### config.mk
export PLATFORM = sky130hd
export DESIGN_NAME = eth_frame_sender
export DESIGN_NICKNAME = d
export VERILOG_FILES = /design/src/rtl/eth_frame_sender.sv
export SDC_FILE = /design/constraint.sdc
export NUM_CORES = 1
export LEC_CHECK = 0
export ABC_AREA = 1
export CORE_AREA = 2 2 124 126
export DETAILED_ROUTE_END_ITERATION = 10
export DIE_AREA = 0 0 126 128
export GPL_TIMING_DRIVEN = 0
export PLACE_DENSITY_LB_ADDON = 0.12
export SYNTH_ARGS = -nofsm -noshare
export SYNTH_HDL_FRONTEND = slang
export SYNTH_SLANG_ARGS = --single-unit
### constraint.sdc
create_clock -name clk -period 3.01 [get_ports clk]
set_input_delay 0.7525 -clock clk [delete_from_list [all_inputs] [get_ports clk]]
set_output_delay 0.7525 -clock clk [all_outputs]
set_load 0.1 [all_outputs]
### src/rtl/eth_frame_sender.sv
// -----------------------------------------------------------------------------
// eth_frame_sender
//
// Sends one Ethernet frame per accepted command: an Ethernet header beat
// (dest MAC, src MAC, EtherType) and then cmd_len payload bytes read in order
// from an external buffer. The buffer has a one-cycle read latency.
//
// Ports
//   clk, rst                  clock; synchronous active-high reset
//   cmd_valid / cmd_ready     frame request handshake
//   cmd_len                   payload byte count (0 = no header, no payload)
//   cmd_dest_mac, cmd_src_mac header MAC addresses
//   cmd_type                  header EtherType
//   busy                      high while a frame is in progress
//   done                      one-cycle pulse when a frame completes
//   buf_raddr / buf_rdata     payload buffer read port (data one cycle later)
//   tx_busy                   downstream busy; only blocks new commands
//   s_eth_hdr_*               header output with valid/ready handshake
//   s_eth_payload_axis_*      AXI-Stream payload bytes (tuser is always 0)
// -----------------------------------------------------------------------------
module eth_frame_sender #(
    parameter int ADDR_W = 8,
    parameter int LEN_W  = 8
) (
    input  logic              clk,
    input  logic              rst,
    input  logic              cmd_valid,
    output logic              cmd_ready,
    input  logic [LEN_W-1:0]  cmd_len,
    input  logic [47:0]       cmd_dest_mac,
    input  logic [47:0]       cmd_src_mac,
    input  logic [15:0]       cmd_type,
    output logic              busy,
    output logic              done,
    output logic [ADDR_W-1:0] buf_raddr,
    input  logic [7:0]        buf_rdata,
    input  logic              tx_busy,
    output logic              s_eth_hdr_valid,
    input  logic              s_eth_hdr_ready,
    output logic [47:0]       s_eth_dest_mac,
    output logic [47:0]       s_eth_src_mac,
    output logic [15:0]       s_eth_type,
    output logic [7:0]        s_eth_payload_axis_tdata,
    output logic              s_eth_payload_axis_tvalid,
    input  logic              s_eth_payload_axis_tready,
    output logic              s_eth_payload_axis_tlast,
    output logic              s_eth_payload_axis_tuser
);

    typedef enum logic [1:0] {
        IDLE,
        HDR,
        STREAM,
        DONE
    } state_t;

    state_t           state, state_next;
    logic [LEN_W-1:0] len_r;
    logic [LEN_W-1:0] ptr, ptr_next;     // index of the byte currently on tdata
    logic [47:0]      dest_r, src_r;
    logic [15:0]      type_r;
    logic             accept;
    logic             last_beat;

    assign cmd_ready = (state == IDLE) && !tx_busy && !rst;
    assign accept    = cmd_valid && cmd_ready;
    assign last_beat = (ptr == len_r - LEN_W'(1));

    // NOTE: sequential state uses non-blocking assignments so every register
    // samples the pre-edge values, independent of statement order.
    always_ff @(posedge clk) begin
        if (rst) begin
            state  <= IDLE;
            ptr    <= '0;
            len_r  <= '0;
            dest_r <= '0;
            src_r  <= '0;
            type_r <= '0;
        end else begin
            state <= state_next;
            ptr   <= ptr_next;
            if (accept) begin
                len_r  <= cmd_len;
                dest_r <= cmd_dest_mac;
                src_r  <= cmd_src_mac;
                type_r <= cmd_type;
            end
        end
    end

    // NOTE: every signal written here gets a default first; a path that skips
    // an assignment would otherwise infer a latch.
    always_comb begin
        state_next = state;
        ptr_next   = ptr;
        case (state)
            IDLE: begin
                if (accept) begin
                    ptr_next   = '0;
                    state_next = (cmd_len == '0) ? DONE : HDR;
                end
            end
            HDR: begin
                if (s_eth_hdr_ready) state_next = STREAM;
            end
            STREAM: begin
                if (s_eth_payload_axis_tready) begin
                    if (last_beat) state_next = DONE;
                    else           ptr_next   = ptr + LEN_W'(1);
                end
            end
            DONE: state_next = IDLE;
            default: state_next = IDLE;
        endcase
    end

    // The read address is the index of the byte to show next cycle. While a
    // beat is stalled it stays on the current index, so the buffer keeps
    // returning the same byte and tdata holds. In HDR this is 0, which
    // prefetches byte 0 for the first STREAM cycle. It never moves past
    // len-1 because the pointer stops advancing on the last beat.
    assign buf_raddr = (state == STREAM) ? ADDR_W'(ptr_next) : '0;

    assign busy = (state != IDLE);
    assign done = (state == DONE);

    assign s_eth_hdr_valid = (state == HDR);
    assign s_eth_dest_mac  = dest_r;
    assign s_eth_src_mac   = src_r;
    assign s_eth_type      = type_r;

    assign s_eth_payload_axis_tvalid = (state == STREAM);
    assign s_eth_payload_axis_tdata  = (state == STREAM) ? buf_rdata : 8'h00;
    assign s_eth_payload_axis_tlast  = (state == STREAM) && last_beat;
    assign s_eth_payload_axis_tuser  = 1'b0;

endmodule
* Word level (Yosys, flattened, before mapping) *
Cells that the tools add are included.

word-level totals
  input bits = 134
  register bits = 130
  output and inout bits = 135
  logic and storage cells = 38

operators by class
  muxes and demuxes = 12
  reductions and logical operators = 10
  equality and inequality tests = 8
  add/subtract/negate cells = 2

operators by type and width
  kind                                                 number
  2-to-1 mux 8 bit                                     5
  case mux 8 bit (2 select lines)                      1
  2-to-1 mux 2 bit                                     5
  adder 8 x 1 -> 8 bit, second input constant          1
  equality test 8 bit                                  1
  zero test 8 bit                                      1
  case mux 2 bit (4 select lines)                      1
  subtractor 8 x 1 -> 8 bit, second input constant     1
  != test 2 x 1 -> 1 bit, second input constant        3
  equality test 2 bit, second input constant           2
  logical AND 1 bit                                    4
  AND reduction 4 bit                                  1
  equality test 2 x 1 -> 1 bit, second input constant  1
  zero test 1 bit                                      2
  zero test 2 bit                                      1
  != test 2 bit, second input constant                 1
  nonzero test 2 bit                                   1

* Depth between registers and ports, before layout *
  depth in word-level cells = 7
  gate-level depth with buffers = 15

* Least setup slack after synthesis *
OpenSTA, ideal clock, no wires.

  path type = reg2out
  start = register state[0]
  end = output buf_raddr[1]
  arrival time = 3.836 ns
  path buffers = 0
  setup slack = -1.579 ns
  cell stages (with the launch flop) = 12
  cell sequence = dfxtp_1 > inv_1 > ha_1 > inv_1 > nor3_2 > nand2_1 > nand2_1 > nand2_1 > a21oi_1 > o21ai_2 > nand2_1 > a21oi_1

between the ends
  cells in the longest elaborated chain, start to end = 7
  elaborated cells between the ends (all ways) = 8
  those cells by class = eq/ne: 1; mux: 3; reduce/logical: 4

RTL lines
  what                             RTL line  text
  start, declared                  57        state_t state, state_next;
  start signal, assigned           80        state <= state_next;
  zero test 2 bit                  65        assign cmd_ready = (state == IDLE) && !tx_busy && !rst;
  logical AND 1 bit (2 in a row)   65
  net cmd_ready                    28        output logic cmd_ready,
  logical AND 1 bit                66        assign accept = cmd_valid && cmd_ready;
  2-to-1 mux 8 bit                 98        if (accept) begin
  case mux 8 bit (2 select lines)  96        case (state)
  2-to-1 mux 8 bit                 122       assign buf_raddr = (state == STREAM) ? ADDR_W'(ptr_next) : '0;
  end, declared                    35        output logic [ADDR_W-1:0] buf_raddr,

The timed path passes the listed nets, and every way through them passes these cells.

* Worst setup path after layout *
  start = input tx_busy
  end = output buf_raddr[0]

between the ends
  cells in the longest elaborated chain, start to end = 7

RTL lines
  what                             RTL line  text
  start, declared                  37        input logic tx_busy,
  zero test 1 bit                  65
  logical AND 1 bit (2 in a row)   65
  logical AND 1 bit                66
  2-to-1 mux 8 bit                 98
  case mux 8 bit (2 select lines)  96
  2-to-1 mux 8 bit                 122

No other way between the ends.

==> run summary <==
layout cells sized above 1: 0.121
Synth Area in Adders: 0.0144
Die Area: 0.0161 sq mm
CP Cell Sequence: clkdlybuf4s50_1, nor3_4, nand2_2, nand2_2, nand2_2, a21oi_2, o21ai_4, mux2i_2, nor2_4, buf_12
Period minus WS final: 3170 ps
Post-Synth Simple-Gate Area: 0.265
design area: 0.00906 sq mm
number of library cell types mapped by synthesis: 34
antenna cell count: 0
Fmax: 315 MHz
WP data arrival: 2420 ps
Hold Startpoint: len_r[7]$_SDFFE_PP0P_
asr flop ratio synth: 0
critical path capture point type: primary output
syn_nets: 862
Sw Ratio: 0.431
vias: 5568
outcome: complete, but fails checks
sequential share of power: 0.283
portion of netlist area occupied by mux cells: 0.00192
Slowest cell on crit path: clkdlybuf4s50_1
Post-synth EDFFs: 0
Placer Congestion: 0.806
Starting Density: 0.351
pre-CTS WS: -1270 ps
clock network fraction of total power: 0.298
DIE HEIGHT: 128 microns
Synth top area share: 0.500
hold path endpoint: len_r[7]$_SDFFE_PP0P_
crit share post-route: 1.05
Util after Layout: 0.610
Max VDD drop: 0.000488 V
Total Power: 7.23 mW
PortBufs: 267
initial antenna violation count: 0
R2R Path End: s_eth_src_mac[33]$_SDFFE_PP0P_
Initial DRC Count: 279
internal power: 4.11 mW
clk slew on worst S/H paths: 50 ps
Worst Skew: 7.99 ps
worst reg-to-reg setup slack: 800 ps
critical path's most frequent cell: nand2_2
maximum clock path buffer count: 2
leading register cell type out of synthesis: dfxtp_1
Max Slew Vio Count: 0
register area: 0.00261 sq mm
nets@finish: 1159
sequential element share of the synthesized area: 0.500
Top delay family on crit path: buffers and inverters
area leader, netlist: dfxtp_1
Min Hold Slack: 474 ps
max_slew headroom: 0.293
Avg Cell Area, Syn: 7.22 sq um
Pwr per Cell Area: 797 mW/mm^2
Max-cap violations: 0
RSZ-0062 raised after global routing: yes
GRT Residual Overflow: 0
RR Startpoint: state[0]$_SDFFE_PP0P_
Mapped Cells: 722
# setup viols final: 8
HP Class: flip-flop to flip-flop
warnings from Yosys: 0
largest net degree at the start of global routing: 17
top-count cell post-synth: nor2_1
clock latency on the worst-skew pair: 420 ps
R2R cell count: 10
fill cell count: 1385
kind of critical path: input pin to primary output
hold path cells: 2
1st-pass router iterations: 4
dpl cell area: 0.00820 sq mm
Total Routing Usage GR: 0.207
area of the multi-input gates: 0.00245 sq mm
H-tree levels: 4
leakage power figure: 3.58 nW
Worst-Margin Slew: 1060 ps
CTS tree: built
Critical Path Start Type: input pin
Post-synth top cells: 250 x nor2_1, 130 x dfxtp_1, 127 x o21ai_0
endpoints failing hold: 0
Total Wirelength: 17100 microns
post-DP HPWL: 12400 microns
DR DRC count: 0
post-synthesis register bit count: 130
Synth Area in XOR/XNOR: 0.00672
top cells by area, synth: dfxtp_1 50%, nor2_1 18%, o21ai_0 12%
crit path buf inv count: 2
antenna viol nets, final: 0
I/O pin cnt: 269
compound-cell area share of the yosys netlist: 0.146
DIE WIDTH: 126 microns
wire per inst: 14.0 microns
Via-to-Cell Ratio: 4.56
largest family of logic cells by synthesized area: simple AND/OR/NAND/NOR gates
Final WS setup: -164 ps
clock root cell: clkbuf_16
failing checks: setup timing
# clock sinks: 130
mapped cell area: 0.00521 sq mm
Num CTS Buffers: 17
first-pass GRT wire length: 26400 microns
Rows: 45
crit-path max cell delay: 440 ps
critical path fanouts, max: 6
synthesis-to-layout area growth: 73.9%
WP data required: 2260 ps
hold-fix buffers at CTS: 0
core area: 0.0149 sq mm
Comb pwr share: 0.420
vias in the first global route: 5146
Net Switching: 3.12 mW
[layer usage]
layer	vias to the layer above	wire length, microns	global-route usage
met5	-	0	0
met4	0	311	0.0847
met3	22	1410	0.0755
met2	181	8370	0.345
met1	2476	6970	0.243
li1	2889	-	-
[final cells by class]
type | instances | area share
clock inverter | 8 | 0.0138
tap | 188 | 0.0260
inverter | 40 | 0.0175
timing repair buffer | 278 | 0.308
clock buffer | 24 | 0.0543
sequential | 130 | 0.288
buffer | 45 | 0.0215
multi-input combinational | 507 | 0.271
[timing repair]
action                     4_1_cts  5_1_grt
resized for setup              138       24
buffers inserted                 9        1
gates cloned                     1        0
setup endpoints to repair       19       17
pin swaps                       15        5
[power groups by stage]
stage,sequential [mW],combinational (mW),clock [mW]
CTS,2.05,3.04,2.19
global placement,2.07,2.97,0
global route,2.07,3.20,2.27
finish,2.04,3.03,2.15
floorplan,3.37,0.914,0
detailed placement,2.08,2.98,0
[cells by family after synthesis]
family	after synthesis
AO/OA/AOI/OAI	148
other	1
buffers and inverters	85
XOR/XNOR	4
AND/OR/NAND/NOR	347
multiplexers	1
adder cells (fa/ha/maj)	6
flip-flops	130
[sequential cells by signal, indices dropped and copies added, names as in the netlist]
name / cells
len_r: 8
ptr: 8
s_eth_dest_mac: 48
s_eth_src_mac: 48
s_eth_type: 16
state: 2
[how the worst max path moves through the flow]
stage	start	cells after the start	to	slack, ps
2_1_floorplan	state[1]$_SDFFE_PP0P_	11	buf_raddr[0]	-670
3_3_place_gp	s_eth_payload_axis_tready	8	buf_raddr[7]	-1270
3_5_place_dp	s_eth_payload_axis_tready	8	buf_raddr[7]	-1270
4_1_cts	tx_busy	10	buf_raddr[0]	-160
5_1_grt	len_r[1]$_SDFFE_PP0P_	16	buf_raddr[3]	-330
6_report	tx_busy	10	buf_raddr[0]	-160
[tightest hold or removal path, delay by kind of cell, from the launching register on]
family | cells | cell delay (ps)
buf+inv | 1 | 60
flops | 1 | 310
compound gates | 1 | 60
[layout by cell type, fill, tap and decap left out, types with 5 or more instances in the layout]
cell,count
nor2_1,241
clkbuf_1,34
buf_4,11
o21ai_0,125
nand2_1,54
clkbuf_16,17
a21oi_1,11
nand3_2,5
nand2_2,12
buf_2,20
inv_2,7
clkdlybuf4s50_1,247
inv_1,31
nand3_1,14
buf_12,9
nor2_4,7
dfxtp_1,127
[stage by stage]
| stage | TNS (ps) | cells |
|---|---|---|
| finish | -978 | 1220 |
| global route | -2350 | 1220 |
| CTS | -1170 | 1219 |
| detailed placement | -10650 | 1177 |
| global placement | -10470 | 1177 |
| floorplan | -6510 | 722 |
Power figures use the tool's default switching activity.
